`src/rtl/id_ex_hazard_reg.sv`:
```
// ID/EX pipeline register with load-use hazard detection, flush/stall handling
// and write-back bypass of the register-file read data.
module id_ex_hazard_reg #(
  parameter int DATA_W = 32,
  parameter int REG_AW = 5,
  parameter int CNT_W  = 16
) (
  input  logic              clk,
  input  logic              rst_n,
  input  logic              stall_ext,
  input  logic              flush,
  input  logic              id_valid,
  input  logic [REG_AW-1:0] id_rs1,
  input  logic [REG_AW-1:0] id_rs2,
  input  logic [REG_AW-1:0] id_rd,
  input  logic              id_reg_write,
  input  logic              id_mem_read,
  input  logic              id_mem_write,
  input  logic              id_mem_to_reg,
  input  logic              id_alu_src,
  input  logic [3:0]        id_alu_op,
  input  logic [DATA_W-1:0] id_rs1_data,
  input  logic [DATA_W-1:0] id_rs2_data,
  input  logic [DATA_W-1:0] id_imm,
  input  logic [DATA_W-1:0] id_pc,
  input  logic              wb_reg_write,
  input  logic [REG_AW-1:0] wb_rd,
  input  logic [DATA_W-1:0] wb_data,
  output logic              ex_valid,
  output logic              ex_reg_write,
  output logic              ex_mem_read,
  output logic              ex_mem_write,
  output logic              ex_mem_to_reg,
  output logic              ex_alu_src,
  output logic [3:0]        ex_alu_op,
  output logic [REG_AW-1:0] ex_rs1,
  output logic [REG_AW-1:0] ex_rs2,
  output logic [REG_AW-1:0] ex_rd,
  output logic [DATA_W-1:0] ex_rs1_data,
  output logic [DATA_W-1:0] ex_rs2_data,
  output logic [DATA_W-1:0] ex_imm,
  output logic [DATA_W-1:0] ex_pc,
  output logic              load_use_stall,
  output logic              pc_write,
  output logic              if_id_write,
  output logic [CNT_W-1:0]  bubble_count
);

  logic              flushPending;
  logic              effFlush;
  logic              rs1Bypass;
  logic              rs2Bypass;
  logic [DATA_W-1:0] rs1Fwd;
  logic [DATA_W-1:0] rs2Fwd;

  assign load_use_stall = ex_valid & ex_mem_read & (ex_rd != '0) & id_valid &
                          ((ex_rd == id_rs1) | (ex_rd == id_rs2));
  assign pc_write    = ~(load_use_stall | stall_ext);
  assign if_id_write = ~(load_use_stall | stall_ext);
  assign effFlush    = flush | flushPending;

  // The register file is read in ID while WB writes in the same cycle, so the
  // freshest value must come from WB; x0 is hardwired and never bypassed.
  assign rs1Bypass = wb_reg_write & (wb_rd != '0) & (wb_rd == id_rs1);
  assign rs2Bypass = wb_reg_write & (wb_rd != '0) & (wb_rd == id_rs2);
  assign rs1Fwd    = rs1Bypass ? wb_data : id_rs1_data;
  assign rs2Fwd    = rs2Bypass ? wb_data : id_rs2_data;

  // A flush that arrives while frozen must survive until the stall lifts.
  always_ff @(posedge clk or negedge rst_n) begin
    if (!rst_n) begin
      flushPending <= 1'b0;
    end else if (stall_ext) begin
      flushPending <= flushPending | flush;
    end else begin
      flushPending <= 1'b0;
    end
  end

  always_ff @(posedge clk or negedge rst_n) begin
    if (!rst_n) begin
      ex_valid      <= 1'b0;
      ex_reg_write  <= 1'b0;
      ex_mem_read   <= 1'b0;
      ex_mem_write  <= 1'b0;
      ex_mem_to_reg <= 1'b0;
      ex_alu_src    <= 1'b0;
      ex_alu_op     <= '0;
      ex_rs1        <= '0;
      ex_rs2        <= '0;
      ex_rd         <= '0;
      ex_rs1_data   <= '0;
      ex_rs2_data   <= '0;
      ex_imm        <= '0;
      ex_pc         <= '0;
      bubble_count  <= '0;
    end else if (stall_ext) begin
      ex_valid <= ex_valid;
    end else if (effFlush || load_use_stall) begin
      ex_valid      <= 1'b0;
      ex_reg_write  <= 1'b0;
      ex_mem_read   <= 1'b0;
      ex_mem_write  <= 1'b0;
      ex_mem_to_reg <= 1'b0;
      ex_alu_src    <= 1'b0;
      ex_alu_op     <= '0;
      ex_rs1        <= '0;
      ex_rs2        <= '0;
      ex_rd         <= '0;
      ex_rs1_data   <= '0;
      ex_rs2_data   <= '0;
      ex_imm        <= '0;
      ex_pc         <= '0;
      // Only genuine load-use bubbles are counted; a flush takes precedence.
      if (!effFlush && bubble_count != {CNT_W{1'b1}}) begin
        bubble_count <= bubble_count + CNT_W'(1);
      end
    end else begin
      ex_valid      <= id_valid;
      ex_reg_write  <= id_reg_write;
      ex_mem_read   <= id_mem_read;
      ex_mem_write  <= id_mem_write;
      ex_mem_to_reg <= id_mem_to_reg;
      ex_alu_src    <= id_alu_src;
      ex_alu_op     <= id_alu_op;
      ex_rs1        <= id_rs1;
      ex_rs2        <= id_rs2;
      ex_rd         <= id_rd;
      ex_rs1_data   <= rs1Fwd;
      ex_rs2_data   <= rs2Fwd;
      ex_imm        <= id_imm;
      ex_pc         <= id_pc;
    end
  end

endmodule

```
`config.mk`:
```
export PLATFORM = sky130hd
export DESIGN_NAME = id_ex_hazard_reg
export DESIGN_NICKNAME = d
export VERILOG_FILES = /design/src/rtl/id_ex_hazard_reg.sv
export SDC_FILE = /design/constraint.sdc
export NUM_CORES = 1
export LEC_CHECK = 0
export ABC_AREA = 0
export ABC_CLOCK_PERIOD_IN_PS = 1800
export BUFFER_PORTS_ARGS = -buffer_cell sky130_fd_sc_hd__buf_4
export CAP_MARGIN = 10
export CELL_PAD_IN_SITES_DETAIL_PLACEMENT = 0
export CELL_PAD_IN_SITES_GLOBAL_PLACEMENT = 1
export CORE_MARGIN = 3
export CORE_UTILIZATION = 31
export CTS_CLUSTER_DIAMETER = 60
export DETAILED_ROUTE_END_ITERATION = 8
export PLACE_DENSITY = 0.77
export REMOVE_ABC_BUFFERS = 1
export SETUP_SLACK_MARGIN = 0.15
export SLEW_MARGIN = 10
export SYNTH_ARGS = -nofsm -noshare
export SYNTH_HDL_FRONTEND = slang
export SYNTH_SLANG_ARGS = --single-unit
```
`constraint.sdc`:
```
create_clock -name clk -period 1.8 [get_ports clk]
set_input_delay 0.36 -clock clk [delete_from_list [all_inputs] [get_ports clk]]
set_output_delay 0.36 -clock clk [all_outputs]
set_load 0.05 [all_outputs]
```
* Word level (Yosys, flattened, before mapping)
Cells that the tools add are included.
** Storage, ports and cells
- Flip-flop bits (word level) :: 170
- Bits of input ports :: 195
- Output and inout bits :: 172
- Word-level logic and storage cells :: 57
** Operators by class
- $add $sub $neg :: 1
- Equality and inequality tests :: 5
- Mux-type cells :: 17
- Bitwise operators :: 12
- Reductions and logical operators :: 6
** Operators with widths (number)
- $mux W32 :: 6
- $eq A5 B5 Y1 :: 4
- $add A16 B1 Y16 const B :: 1
- $ne A16 B16 Y1 const B :: 1
- $mux W5 :: 3
- $reduce_bool A5 Y1 :: 2
- $and A1 B1 Y1 :: 7
- $mux W1 :: 7
- $mux W4 :: 1
- $or A1 B1 Y1 :: 3
- $reduce_and A3 Y1 :: 1
- $not A1 Y1 :: 2
- $logic_and A1 B1 Y1 :: 1
- $logic_not A1 Y1 :: 1
- $logic_or A1 B1 Y1 :: 1

* Depth between registers and ports, before layout
- Depth after elaboration :: 6
- Gate-level depth with buffers :: 9
- Mapped depth without buffers :: 6

* Worst setup path after synthesis
No wires, ideal clock.
- Kind :: reg-to-output
- From :: register ex_rd[0]
- To :: output port pc_write
- Arrival time :: 2.783 ns
- Required time :: 1.440 ns
- Slack :: -1.343 ns
- Stages on the path, launching flop included :: 9
- Path buffers :: 2
- Cells stage by stage :: dfrtp_1 -> xnor2_1 -> nand3_1 -> nor3_2 -> o21ai_2 -> buf_2 -> inv_1 -> nor2_1 -> buf_4
** On the way
- Longest elaborated chain between the ends :: 6
- Elaborated cells on any way between the ends :: 9
- Those cells by class :: 2 x eq/ne; 6 x bitwise; 1 x reduce/logical
** RTL lines
- from (decl) :: line 38 : output logic [REG_AW-1:0] ex_rd,
- from (signal assigned) :: line 128 : ex_rd <= id_rd;
- $reduce_bool A5 Y1 :: line 56 : assign load_use_stall = ex_valid & ex_mem_read & (ex_rd != '0) & id_valid &
- $and A1 B1 Y1 (2 in a row) :: line 56
- $and A1 B1 Y1 * :: line 56
- named net load_use_stall :: line 43 : output logic load_use_stall,
- $or A1 B1 Y1 *
- $not A1 Y1 *
- to (decl) :: line 44 : output logic pc_write,
Mark *: on every way through the listed nets, which the timed path passes. The rest lies on a longest branch.

* Final worst setup path
- From :: register ex_rd[2]
- To :: register ex_pc[23]
** On the way
- Longest elaborated chain between the ends :: 6
- Elaborated cells on any way between the ends :: 9
- Those cells by class :: 2 x eq/ne; 1 x mux; 4 x bitwise; 2 x reduce/logical
** RTL lines
- $reduce_bool A5 Y1 :: line 56
- $and A1 B1 Y1 (2 in a row) :: line 56
- $and A1 B1 Y1 * :: line 56
- $logic_or A1 B1 Y1 * :: line 99 : end else if (effFlush || load_use_stall) begin
- $mux W32 * :: line 99
- to (signal assigned) :: line 132 : ex_pc <= id_pc;
- to (decl) :: line 42 : output logic [DATA_W-1:0] ex_pc,
Every way passes the cells marked *; elsewhere a longest branch is shown, timed or not.
A chain may end at the register's enable or synchronous reset.

==> metrics <==
status complete, but fails checks; violated checks negative setup slack; Sequential Area 4260 um2; critical path fanouts, max 9; Seq/Total Area, Yosys 59.1%; Synth top area share 59.1%; number of global-route vias before repair 6986; CTS tree built; Max rail drop VDD 445 uV; R2R depth 11; crit path max-delay cell type dfrtp_1; ys flop type dfrtp_1; Starting Density 31.7%; met3 GRT Util 5.82%; Bufs on Longest Clock Path 2; M2 GR Usage 35.8%; DRC 0; Area contributors post-synth dfrtp_1 59%, a22o_1 11%, mux2i_1 8.9%; CP delay by family, top buffers and inverters; Crit path largest cell delay 0.43 ns; vias per cell 4.96; Synth top cells by count 170 x dfrtp_1, 89 x a22o_1, 73 x nand2_1, 64 x mux2i_1, 44 x o21ai_0; multi-input logic area 3170 um2; simple-gate share of the synthesized area 8.16%; antenna violations before repair 0; routability cong. 0.848; skew final 0.0124 ns; WP depth 11; Worst Hold End ex_imm[16]; met1 usage 26.6%; drt wl/cell 20.1 um; power per cell area 826 nW/um2; IO buf count 366; Antenna Cells 0; final-report hold violation count 0; compound-gate portion of the synthesized area 15.7%; Chip Height 158 um; TritonCTS Buffers 17; Fin Hold WS 0.143 ns; Die Area 25100 um2; reg2reg setup slack -0.45 ns; hold depth 2; Mapped Cells 593; critical path, cell by cell xnor2_1, nand3_2, nor3_2, o21ai_2, buf_6, buf_6, buf_6, and2_4, buf_12, buf_16, a22o_1; Skew-Pair Late Insertion Delay 0.43 ns; Clock Sink Count 170; RSZ-0062 raised after global routing yes; Most Crowded Layer GR met2; max-cap violations 0; ys async rst share 100%; area leader, netlist dfrtp_1; most instantiated library cell after synthesis dfrtp_1; Critical Path End Type flop; R2R Path End ex_pc[23]; mux share of post-synthesis cell area 9.22%; Final WS setup -0.448 ns; Post-Layout Cell Count 1339; Die Width 158 um; largest net degree at the start of global routing 97; adder-cell share of the synthesized area 0.174%; Inst Count DP 1258; worst hold start id_imm[16]; WL final 26900 um; Synth Cell Area 7190 um2; number of synthesis warnings 0; layout cell share with drive strength beyond 1 57.0%; Root Driver clkbuf_16; period utilization 125%; Final Max Slew Viols 0; H-tree depth 4; Core ar. 22700 um2; Rel. slew slack 69.2%; HPWL after detailed placement 17600 um; combinational family with the most area after synthesis compound AO/OA/AOI/OAI gates; fmax 445 MHz; EDFF count, synth 0; Setup-failing EPs final 172; FF-to-FF Start ex_rd[2]; Ports 367; Total GRT Usage 21.2%; DP Worst Slack -0.294 ns; fin crit period 2.25 ns; Worst setup SP type flop; first-pass GRT wire length 40700 um; Netlist cell types 32; Leak 6.25 nW; crit path DAT 2.56 ns; HP Class primary input to flop; flops & latches, synth 170; nets@finish 1238; Avg Inst Size Synth 12.1 um2; CP most frequent cell buf_6; XOR/XNOR Fraction of Synth Area 4.14%; Worst-Margin Slew 0.462 ns; Critical Path RT 2.11 ns; drt pass-1 iters 4; area grow syn2layout 77.6%; initial DRC count 301; WS Path Type flop to flop; Overflow after GRT 0; fill cell count 1961; number of buffer and inverter stages on the critical path 5; routed via count 6646; CTS clk-pin slew, worst paths 0.07 ns; Std-Cell Rows 55; post-route ant nets 0
-- layer usage --
metal | vias to the layer above | wire [um]
met5 | - | 0
met4 | 0 | 667
met3 | 36 | 1750
met2 | 241 | 13600
met1 | 3322 | 10900
li1 | 3047 | -
-- repair_timing --
item,4_1_cts,5_1_grt
resized for setup,163,43
hold buffers,1,0
buffers inserted,21,5
endpoints found under the hold margin,39,0
pin swaps,71,46
endpoints found under the setup margin,172,173
gates cloned,22,1
-- stage by stage --
step / area, um2 / utilization (%) / TNS [ns] / power, W
6_report: 12800 / 56.3 / -60.34 / 0.0106
4_1_cts: 12500 / 55.0 / -43.28 / 0.0106
3_3_place_gp: 10600 / 46.8 / -20.88 / 0.00667
3_5_place_dp: 10600 / 46.8 / -27.61 / 0.00668
5_1_grt: 12800 / 56.3 / -69.12 / 0.0110
2_1_floorplan: 6950 / - / -215.61 / 0.00553
-- worst max-delay path by stage --
stage / startpoint / to / slack, ns
6_report: ex_rd[2] / ex_pc[23] / -0.45
3_5_place_dp: wb_rd[1] / ex_rs1_data[1] / -0.29
5_1_grt: ex_rd[2] / ex_pc[4] / -0.49
2_1_floorplan: ex_rd[0] / if_id_write / -1.70
4_1_cts: ex_rd[0] / if_id_write / -0.38
3_3_place_gp: wb_rd[1] / ex_rs1_data[1] / -0.28
-- kinds of logic after synthesis --
group / Yosys count
fa+ha+maj: 1
buf+inv: 45
flops: 170
compound gates: 157
mux: 66
simple gates: 120
xor+xnor: 34
-- power breakdown --
part	switching, W	internal (W)
Combinational	0.00162	0.00113
Clock	0.00165	0.00192
Sequential	0.000157	0.00407
Total	0.00343	0.00712
-- placed cells by master, fill, tap and decap left out, types with 2 or more instances in the layout --
cell	Yosys	final
nor3_2	2	2
and3_1	2	2
dfrtp_1	170	168
buf_12	0	26
mux2_4	0	2
buf_16	0	21
xnor2_2	0	2
clkbuf_1	24	2
nand2_1	73	72
xnor2_1	15	13
xor2_1	19	19
nand4_1	5	5
buf_8	0	6
and2_4	0	2
dfrtp_2	0	2
nor3_4	0	9
clkbuf_16	0	18
nand3_1	9	8
clkinvlp_4	0	5
or3_4	0	2
mux2i_1	64	64
buf_6	8	19
inv_6	0	3
nor4_4	2	7
o21ai_2	2	66
nor2_1	4	3
buf_4	2	399
a22o_1	89	89
-- area by class of cell --
class	count	share of cell area (%)
clock buffer	19	3.39
clock inverter	12	0.930
inverter	1	0.0294
multi-input combinational	379	24.8
sequential	170	33.3
tap	285	2.79
timing repair buffer	473	34.7
(Power assumes the default switching activity.)
